File: config.mk
export PLATFORM = sky130hd
export DESIGN_NAME = muldiv_hilo_ctrl
export DESIGN_NICKNAME = d
export VERILOG_FILES = /design/src/rtl/muldiv_hilo_ctrl_pkg.sv /design/src/rtl/muldiv_hilo_ctrl_div_iter.sv /design/src/rtl/muldiv_hilo_ctrl.sv
export SDC_FILE = /design/constraint.sdc
export NUM_CORES = 2
export LEC_CHECK = 0
export ABC_AREA = 1
export BUFFER_PORTS_ARGS = -buffer_cell sky130_fd_sc_hd__buf_2
export CORE_MARGIN = 8
export CORE_UTILIZATION = 30
export CTS_CLUSTER_SIZE = 10
export DETAILED_ROUTE_END_ITERATION = 8
export HOLD_SLACK_MARGIN = 0.15
export SLEW_MARGIN = 20
export SYNTH_ARGS = -nofsm -noshare
export SYNTH_HDL_FRONTEND = slang
export SYNTH_SLANG_ARGS = --single-unit
export TNS_END_PERCENT = 10
File: constraint.sdc
create_clock -name clk -period 19 [get_ports clk]
set_input_delay 2.85 -clock clk [delete_from_list [all_inputs] [get_ports clk]]
set_output_delay 2.85 -clock clk [all_outputs]
set_load 0.03 [all_outputs]
File: src/rtl/muldiv_hilo_ctrl_pkg.sv
// Shared encodings for the multiply/divide sequencer and its divider.
package muldiv_hilo_ctrl_pkg;

   localparam int DATA_W_DEF = 32;

   localparam logic [2:0] OP_NONE  = 3'd0;
   localparam logic [2:0] OP_MULT  = 3'd1;
   localparam logic [2:0] OP_MULTU = 3'd2;
   localparam logic [2:0] OP_DIV   = 3'd3;
   localparam logic [2:0] OP_DIVU  = 3'd4;
   localparam logic [2:0] OP_MTHI  = 3'd5;
   localparam logic [2:0] OP_MTLO  = 3'd6;

   typedef enum logic [1:0] {
      ST_IDLE = 2'd0,
      ST_MUL  = 2'd1,
      ST_DIV  = 2'd2,
      ST_DONE = 2'd3
   } state_t;

   function automatic logic op_is_mul(input logic [2:0] o);
      return (o == OP_MULT) || (o == OP_MULTU);
   endfunction

   function automatic logic op_is_div(input logic [2:0] o);
      return (o == OP_DIV) || (o == OP_DIVU);
   endfunction

endpackage

File: src/rtl/muldiv_hilo_ctrl_div_iter.sv
// Restoring unsigned divider, one quotient bit per cycle, DATA_W cycles.
module muldiv_hilo_ctrl_div_iter
   import muldiv_hilo_ctrl_pkg::*;
#(
   parameter int DATA_W = DATA_W_DEF
) (
   input  logic              clk,
   input  logic              rst,
   input  logic              start,
   input  logic              abort,
   input  logic [DATA_W-1:0] dividend,
   input  logic [DATA_W-1:0] divisor,
   output logic              done,
   output logic [DATA_W-1:0] quotient,
   output logic [DATA_W-1:0] remainder
);

   localparam int CW = $clog2(DATA_W + 1);
   localparam logic [CW-1:0] CNT_INIT = CW'(DATA_W);
   localparam logic [CW-1:0] CNT_ONE  = CW'(1);

   logic [CW-1:0]     cnt;
   logic [DATA_W-1:0] quo, rem, dvs;
   logic [DATA_W:0]   trial, diff;
   logic              q_bit;
   logic [DATA_W-1:0] rem_nxt;

   // One restoring step: shift in the next dividend bit, subtract if it fits.
   always_comb begin
      trial   = {rem, quo[DATA_W-1]};
      diff    = trial - {1'b0, dvs};
      q_bit   = ~diff[DATA_W];
      rem_nxt = q_bit ? diff[DATA_W-1:0] : trial[DATA_W-1:0];
      done    = (cnt == CNT_ONE);
   end

   // Iteration counter counts down; the step at count 1 is the last one.
   always_ff @(posedge clk) begin
      if (!rst) begin
         cnt <= '0;
         quo <= '0;
         rem <= '0;
         dvs <= '0;
      end else if (abort) begin
         cnt <= '0;
      end else if (start) begin
         quo <= dividend;
         rem <= '0;
         dvs <= divisor;
         cnt <= CNT_INIT;
      end else if (cnt != '0) begin
         quo <= {quo[DATA_W-2:0], q_bit};
         rem <= rem_nxt;
         cnt <= cnt - CNT_ONE;
      end
   end

   assign quotient  = quo;
   assign remainder = rem;

endmodule

File: src/rtl/muldiv_hilo_ctrl.sv
// Multi-cycle MULT/DIV sequencer that owns the HI/LO register pair.
//
//   state   | meaning
//   --------+-------------------------------------------------
//   IDLE    | waiting; accepts mul/div, applies MTHI/MTLO
//   MUL     | product formed from latched operands
//   DIV     | divider iterating on operand magnitudes
//   DONE    | commit to HI/LO unless flushed, then back to IDLE
module muldiv_hilo_ctrl
   import muldiv_hilo_ctrl_pkg::*;
#(
   parameter int DATA_W     = DATA_W_DEF,
   parameter int MUL_STAGES = 1
) (
   input  logic                clk,
   input  logic                rst,
   input  logic                op_valid,
   input  logic [2:0]          op,
   input  logic [DATA_W-1:0]   src_a,
   input  logic [DATA_W-1:0]   src_b,
   input  logic                flush,
   output logic                stall,
   output logic                busy,
   output logic                result_valid,
   output logic [2*DATA_W-1:0] hilo
);

   localparam int MCW = $clog2(MUL_STAGES + 1);
   localparam logic [MCW-1:0]    MUL_INIT = MCW'(MUL_STAGES);
   localparam logic [MCW-1:0]    MUL_ONE  = MCW'(1);
   localparam logic [DATA_W-1:0] ONE_W    = DATA_W'(1);

   state_t              state;
   logic [DATA_W-1:0]   a_lat, b_lat;
   logic                sgn_lat, neg_q, neg_r, div_zero, mul_lat;
   logic [MCW-1:0]      mul_cnt;
   logic [2*DATA_W-1:0] prod;

   logic                div_done;
   logic [DATA_W-1:0]   div_quo, div_rem;

   logic                is_mul_op, is_div_op, accept, div_start, a_neg, b_neg;
   logic [DATA_W-1:0]   mag_a, mag_b, quo_fix, rem_fix;
   logic [2*DATA_W-1:0] ext_a, ext_b, commit_val;

   // Accept decode, operand magnitudes, stall and result fix-up.
   always_comb begin
      is_mul_op    = op_is_mul(op);
      is_div_op    = op_is_div(op);
      accept       = rst & ~flush & op_valid & (state == ST_IDLE) & (is_mul_op | is_div_op);
      div_start    = accept & is_div_op;
      a_neg        = (op == OP_DIV) & src_a[DATA_W-1];
      b_neg        = (op == OP_DIV) & src_b[DATA_W-1];
      mag_a        = a_neg ? (~src_a + ONE_W) : src_a;
      mag_b        = b_neg ? (~src_b + ONE_W) : src_b;
      stall        = accept | (rst & ~flush & ((state == ST_MUL) | (state == ST_DIV)));
      result_valid = rst & ~flush & (state == ST_DONE);
      ext_a        = {{DATA_W{sgn_lat & a_lat[DATA_W-1]}}, a_lat};
      ext_b        = {{DATA_W{sgn_lat & b_lat[DATA_W-1]}}, b_lat};
      quo_fix      = neg_q ? (~div_quo + ONE_W) : div_quo;
      rem_fix      = neg_r ? (~div_rem + ONE_W) : div_rem;
      if (mul_lat)
         commit_val = prod;
      else if (div_zero)
         commit_val = {a_lat, {DATA_W{1'b1}}};
      else
         commit_val = {rem_fix, quo_fix};
   end

   muldiv_hilo_ctrl_div_iter #(.DATA_W(DATA_W)) u_div (
      .clk       (clk),
      .rst       (rst),
      .start     (div_start),
      .abort     (flush),
      .dividend  (mag_a),
      .divisor   (mag_b),
      .done      (div_done),
      .quotient  (div_quo),
      .remainder (div_rem)
   );

   // Sequencer, operand latch and HI/LO ownership.
   always_ff @(posedge clk) begin
      if (!rst) begin
         state    <= ST_IDLE;
         busy     <= 1'b0;
         hilo     <= '0;
         a_lat    <= '0;
         b_lat    <= '0;
         sgn_lat  <= 1'b0;
         neg_q    <= 1'b0;
         neg_r    <= 1'b0;
         div_zero <= 1'b0;
         mul_lat  <= 1'b0;
         mul_cnt  <= '0;
         prod     <= '0;
      end else begin
         case (state)
            ST_IDLE: begin
               if (op_valid && !flush) begin
                  if (is_mul_op || is_div_op) begin
                     a_lat    <= src_a;
                     b_lat    <= src_b;
                     sgn_lat  <= (op == OP_MULT) || (op == OP_DIV);
                     neg_q    <= a_neg ^ b_neg;
                     neg_r    <= a_neg;
                     div_zero <= (src_b == '0);
                     mul_lat  <= is_mul_op;
                     mul_cnt  <= MUL_INIT;
                     busy     <= 1'b1;
                     state    <= is_mul_op ? ST_MUL : ST_DIV;
                  end else if (op == OP_MTHI) begin
                     hilo[2*DATA_W-1:DATA_W] <= src_a;
                  end else if (op == OP_MTLO) begin
                     hilo[DATA_W-1:0] <= src_a;
                  end
               end
            end
            ST_MUL: begin
               if (flush) begin
                  state <= ST_IDLE;
                  busy  <= 1'b0;
               end else begin
                  prod <= ext_a * ext_b;
                  if (mul_cnt == MUL_ONE)
                     state <= ST_DONE;
                  else
                     mul_cnt <= mul_cnt - MUL_ONE;
               end
            end
            ST_DIV: begin
               if (flush) begin
                  state <= ST_IDLE;
                  busy  <= 1'b0;
               end else if (div_done) begin
                  state <= ST_DONE;
               end
            end
            ST_DONE: begin
               if (!flush)
                  hilo <= commit_val;
               state <= ST_IDLE;
               busy  <= 1'b0;
            end
            default: begin
               state <= ST_IDLE;
               busy  <= 1'b0;
            end
         endcase
      end
   end

endmodule

======== Word level (Yosys, flattened, before mapping) ========
Cells that the tools add are included.
Widths: inputs -> output; s select.
word-level totals
  memories ................................ 0
  register bits ........................... 303
  ROM bits ................................ 0
  logic and storage cells ................. 128
  bits in latches ......................... 0
  bits in writable memories ............... 0
cells by class
  magnitude comparators ................... 0
  mux-type cells .......................... 35
  bitwise logic cells ..................... 22
  divide/modulo/power cells ............... 0
  multipliers ............................. 1
  eq/ne operators ......................... 21
  shift operators ......................... 0
  add/subtract/negate cells ............... 7
  reduce and logical (&&, ||, !) cells .... 24
operators with widths
  cell                   number
  $mux 32                12
  $mux 64                5
  $add 32x1->32 const B  4
  $not 32->32            4
  $pmux 64 s2            1
  $mul 33x33->64         1
  $sub 33x32->33         1
  $logic_not 32->1       1
  $mux 2                 7
  $mux 6                 2
  $and 1x1->1            11
  $ne 2x1->1 const B     5
  $eq 3x3->1 const B     3
  $ne 2x2->1 const B     4
  $pmux 2 s4             1
  $reduce_and 4->1       2
  $eq 3x2->1 const B     2
  $eq 6x1->1 const B     1
  $ne 3x3->1 const B     2
  $reduce_and 2->1       3
  $reduce_and 3->1       2
  $reduce_and 6->1       1
  $reduce_bool 2->1      3
  $reduce_bool 6->1      1
  18 further kinds       31

======== Longest topological paths before layout ========
  word-level depth ........................ 8
  depth in mapped cells ................... 35
  gate-level depth less buffers ........... 33

======== Modules after synthesis ========
Synthesis repeated with hierarchy kept, for this count alone.
second synthesis, totals
  cells, all modules ...................... 8269
  area, all modules ....................... 59321.9 µm²
modules (own cells, without submodules)
  module                     cells each  area each (µm²)  times used
  muldiv_hilo_ctrl           7075        52230.1          1
  muldiv_hilo_ctrl_div_iter  1194        7091.8           1

======== Least setup slack after synthesis ========
No wires, ideal clock.
  kind .................................... reg-to-reg
  from .................................... reg a_lat[31]
  to ...................................... reg prod[62]
  path slack .............................. 11.341 ns
  library setup time ...................... 0.109 ns
  cell stages (with the launch flop) ...... 33
  data required time ...................... 18.891 ns
  clock period less this slack ............ 7.659 ns
  arrival time ............................ 7.550 ns
  path through ............................ dfxtp_1 > clkbuf_1 > nand2_1 > inv_1 > clkbuf_1 > nand2_1 > inv_1 > fa_1 > inv_1 > fa_1 > inv_1 > fa_1 > fa_1 > inv_1 > fa_1 > inv_1 > fa_1 > inv_1 > fa_1 > fa_1 > inv_1 > ha_1 > nand2_1 > nor2_1 > inv_1 > nor3_1 > nand2_1 > nor3_1 > nand2_1 > nand3_1 > nand3_1 > nand2_1 > inv_1
on the way
  word-level cells in the longest chain between the ends .. 2
RTL lines
  what                      line                     source
  start: declaration        muldiv_hilo_ctrl.sv:34   logic [DATA_W-1:0] a_lat, b_lat;
  start signal: assignment  muldiv_hilo_ctrl.sv:102  a_lat <= src_a;
  $and 1x1->1               muldiv_hilo_ctrl.sv:58   ext_a = {{DATA_W{sgn_lat & a_lat[DATA_W-1]}}, a_lat};
  $mul 33x33->64 *          muldiv_hilo_ctrl.sv:124  prod <= ext_a * ext_b;
  end signal: assignment    muldiv_hilo_ctrl.sv:124
  end: declaration          muldiv_hilo_ctrl.sv:37   logic [2*DATA_W-1:0] prod;
Mark *: on every way between the ends. The rest lies on a longest branch, timed or not.
A chain may end at the register's enable or synchronous reset.

======== Final worst setup path ========
  from .................................... reg sgn_lat
  to ...................................... reg prod[56]
on the way
  word-level cells in the longest chain between the ends .. 2
RTL lines
  what                            line                                            source
  start: declaration              muldiv_hilo_ctrl.sv:35                          logic sgn_lat, neg_q, neg_r, div_zero, mul_lat;
  start signal: assignment        muldiv_hilo_ctrl.sv:104                         sgn_lat <= (op == OP_MULT) || (op == OP_DIV);
  $and 1x1->1 (on tied branches)  muldiv_hilo_ctrl.sv:58, muldiv_hilo_ctrl.sv:59
  $mul 33x33->64 *                muldiv_hilo_ctrl.sv:124
Marks and branches as above.

==> run summary <==
The most used flip-flop cell after synthesis is sky130_fd_sc_hd__dfxtp_1. The area of the mapped netlist is 59,200 um^2. Based on the critical path, the design can be clocked at up to 116 MHz.

The post-CTS setup-driven buffer insertion count is 0. The data required time at the worst endpoint is 19.49 ns. The row count came out at 163.

Using the TritonRoute via totals, the vias-per-cell ratio works out to 4.87. In this run the register-to-register setup slack is 10.38 ns. The number of distinct standard cells referenced by the synthesized netlist is 50. The share of the clock period used by the worst path after layout is 45.4%.

By count the netlist is led by 2,108 x sky130_fd_sc_hd__nand2_1, 2,029 x sky130_fd_sc_hd__inv_1, 1,126 x sky130_fd_sc_hd__fa_1. The Yosys warning count is 0. The floorplan step defined a die boundary enclosing 212,000 um^2.

The type of the worst min-delay path is flop to flop. By area the synthesized netlist is led by sky130_fd_sc_hd__fa_1 38%, sky130_fd_sc_hd__nand2_1 13%, sky130_fd_sc_hd__inv_1 13%. The final period demand of the worst path came out at 8.62 ns. The count of buffers inserted at the top-level ports is 137. On the worst path, the slowest cell contributes a delay of 0.90 ns. The count of max-cap constraint violations came out at 0. The share of layout cells above drive strength 1 is 4.60%. The flow ran to the end, and the final reports show no timing, DRC or antenna violations. The biggest fanout along the worst timing path is 19. For this design the top-level I/O count stands at 138. From left edge to right edge, the die measures 460 um. The worst hold path passes through 2 cells.

The clock slew seen by the registers of the worst setup and hold paths is 0.06 ns. The register area share after synthesis came out at 10.2%. The CTS sink count is 303. The maximum number of pins on one net before global-route repair came out at 112. The count of flip-flops with a built-in enable after synthesis came out at 0. The post-synthesis average cell area is 7.19 um^2.

The origin of the worst min-delay path is mul_cnt. The sum of overflow across all layers after global routing is 0. The sequential standard cell area is 6070 um^2. The die span in y is 460 um. The final wirelength came out at 216,000 um.

The count of final max-slew check failures is 0. STA classifies the critical path endpoint as a flop. The area of the core is 197,000 um^2. The total CTS buffers is 42. For this design the ratio of total power to cell area is 79.6 nW/um^2. The worst-case setup slack after placement came out at 10.42 ns.

The data arrival time of the critical path is 9.12 ns. The count of nets left with antenna violations once routing finished came out at 0. The standard cell with the maximum stage delay on the critical path is sky130_fd_sc_hd__fa_1. The cell that appears most often on the critical path is sky130_fd_sc_hd__inv_1. Gates resized during post-CTS repair numbered 0. The number of nets in the synthesized netlist came out at 9,692. The hold violation total from the final report came to 0. The first-pass GRT wire length is 332,000 um.

The number of instances in the synthesized netlist came out at 8,241. sky130_fd_sc_hd__nand2_1 is the most common cell in the netlist. The flop and latch count out of synthesis is 303. The total via count after detailed routing is 52,400.

The multi-input combinational cells in the finished layout cover a total of 43,800 um^2. The library cell used as clock root buffer is sky130_fd_sc_hd__clkbuf_16. The share of synthesized area in the top cell type comes to 38.1%.

For hold timing, the worst endpoint is mul_cnt. TritonCTS built the clock tree. Setup repair after global routing left no endpoint under its margin. The count of filler cells inserted in the layout is 21,000. The startpoint type of the worst setup path is a flop. The initial utilization of the core area, before any placement, comes to 30.1%. The aggregate negative setup slack came out at 0 ns. The final net count came out at 9,553. The worst-case clock skew came out at 0.0473 ns. Clock latency on the worst-skew pair, taken at its later pin, is 0.62 ns.

The number of levels the H-tree was split into is 2. The async set-or-reset flop fraction in the synthesized netlist came out at 0%. The worst register-to-register path ends at prod[56].

The critical path is of the flop to flop type. The maximum clock path buffer count is 3. The via count of the first global-routing pass was 54,200.

The total global-route track usage came out at 20.1%. The wire length per cell after detailed routing is 20.1 um. The reported leakage power came out at 33.9 nW. Across the VDD grid, the largest voltage drop is 0.116 mV. The biggest area consumer among synthesized cells is sky130_fd_sc_hd__fa_1. The cell type group with the largest total delay on the critical path is adder cells. The length of the first detailed-routing pass in iterations is 8.

The quantity of hold-fixing buffers added after cts came out at 0. The half-perimeter wire length after placement is 178,000 um. The layout overhead on the synthesized area is 7.59%. Routability-driven placement finished with a final weighted congestion of 0.967.

The final count of negative-setup-slack endpoints came out at 0. The sum of buffers and inverters on the critical path is 11. The number of design rule violations left after detail routing is 0. The final critical-path setup slack is 10.38 ns. Measured against its own limit, the worst slew margin works out to 26.2%. The launch instance of the worst register-to-register path is sgn_lat.

The initial antenna violation count came out at 7. The number of DRC markers after the initial detailed-route iteration is 4,289. The worst-margin pin slew is 1.10 ns. Measured in cells, the most critical reg-to-reg path has a length of 29.
-- layout by cell type (no fill, tap or decap), types with 136 or more instances in the layout --
cell,n
sky130_fd_sc_hd__a21oi_1,437
sky130_fd_sc_hd__buf_2,136
sky130_fd_sc_hd__dfxtp_1,296
sky130_fd_sc_hd__fa_1,1126
sky130_fd_sc_hd__ha_1,253
sky130_fd_sc_hd__inv_1,2024
sky130_fd_sc_hd__nand2_1,2106
sky130_fd_sc_hd__nand3_1,298
sky130_fd_sc_hd__nor2_1,541
sky130_fd_sc_hd__o21ai_0,359
-- cell families (layout without fill, tap and decap cells) --
logic type	after synthesis	after routing	share of synthesized area, %
XOR/XNOR	100	100	1.48
AO/OA/AOI/OAI	900	900	8.03
AND/OR/NAND/NOR	3099	3099	21.1
buffers and inverters	2459	2345	15.8
other	0	2	0
flip-flops	303	303	10.2
adder cells (fa/ha/maj)	1380	1380	43.4
-- per-stage QoR --
step,total power [mW],instance area [um^2],util [%],hold WS (ns),std cells
finish,5.07,63700,32.4,0.452,10800
global route,5.45,63700,32.4,0.477,10800
CTS,5.05,63700,32.4,0.454,10800
detailed placement,4.18,62300,31.7,0.443,10700
global placement,4.17,62300,31.7,0.438,10700
floorplan,3.20,59200,-,0.430,8241
-- layout make-up --
| type | count | share of cell area [%] |
|---|---|---|
| diodes | 2 | 0.00785 |
| repair buffers | 234 | 2.22 |
| clock buffers | 55 | 1.82 |
| flip-flops and latches | 303 | 9.53 |
| well taps | 2640 | 5.18 |
| clock inverters | 14 | 0.395 |
| multi-input cells | 5479 | 68.8 |
| inverters | 2042 | 12.0 |
-- where the power goes --
| group | internal (mW) | switching, mW | total (mW) |
|---|---|---|---|
| Combinational | 0.963 | 2.33 | 3.29 |
| Clock | 0.487 | 0.351 | 0.838 |
| Sequential | 0.771 | 0.174 | 0.945 |
| Total | 2.22 | 2.85 | 5.07 |
-- state kept, by name (all words and copies together) (netlist names), 2 cells and up --
signal	flops
prod	64
b_lat	32
u_div.remainder	32
a_lat	32
state	2
u_div.quotient	32
u_div.dvs	32
hilo	64
u_div.cnt	6
-- how the worst max path moves through the flow --
stage	depth (start not counted)	slack, ns	startpoint	end
floorplan	32	11.34	a_lat[31]	prod[62]
global placement	31	10.47	sgn_lat	prod[54]
detailed placement	31	10.42	sgn_lat	prod[62]
CTS	31	10.35	sgn_lat	prod[62]
global route	31	9.77	sgn_lat	prod[62]
finish	29	10.38	sgn_lat	prod[56]
-- routing by layer --
| layer | GRT usage [%] | wire [um] |
|---|---|---|
| met1 | 27.2 | 92500 |
| met2 | 32.2 | 97100 |
| met3 | 2.64 | 14700 |
| met4 | 8.97 | 11700 |
| met5 | 0 | 34 |
-- worst reg2reg max path, delay by kind of cell (launching register included) --
family                     cells  cell delay, ns
AOI/OAI and AO/OA              4            0.99
adders and majority gates      9            4.74
buffers and inverters         11            1.78
DFF                            1            0.44
and+or+nand+nor                5            0.58
Note: power is estimated with default switching activity, not from simulation.
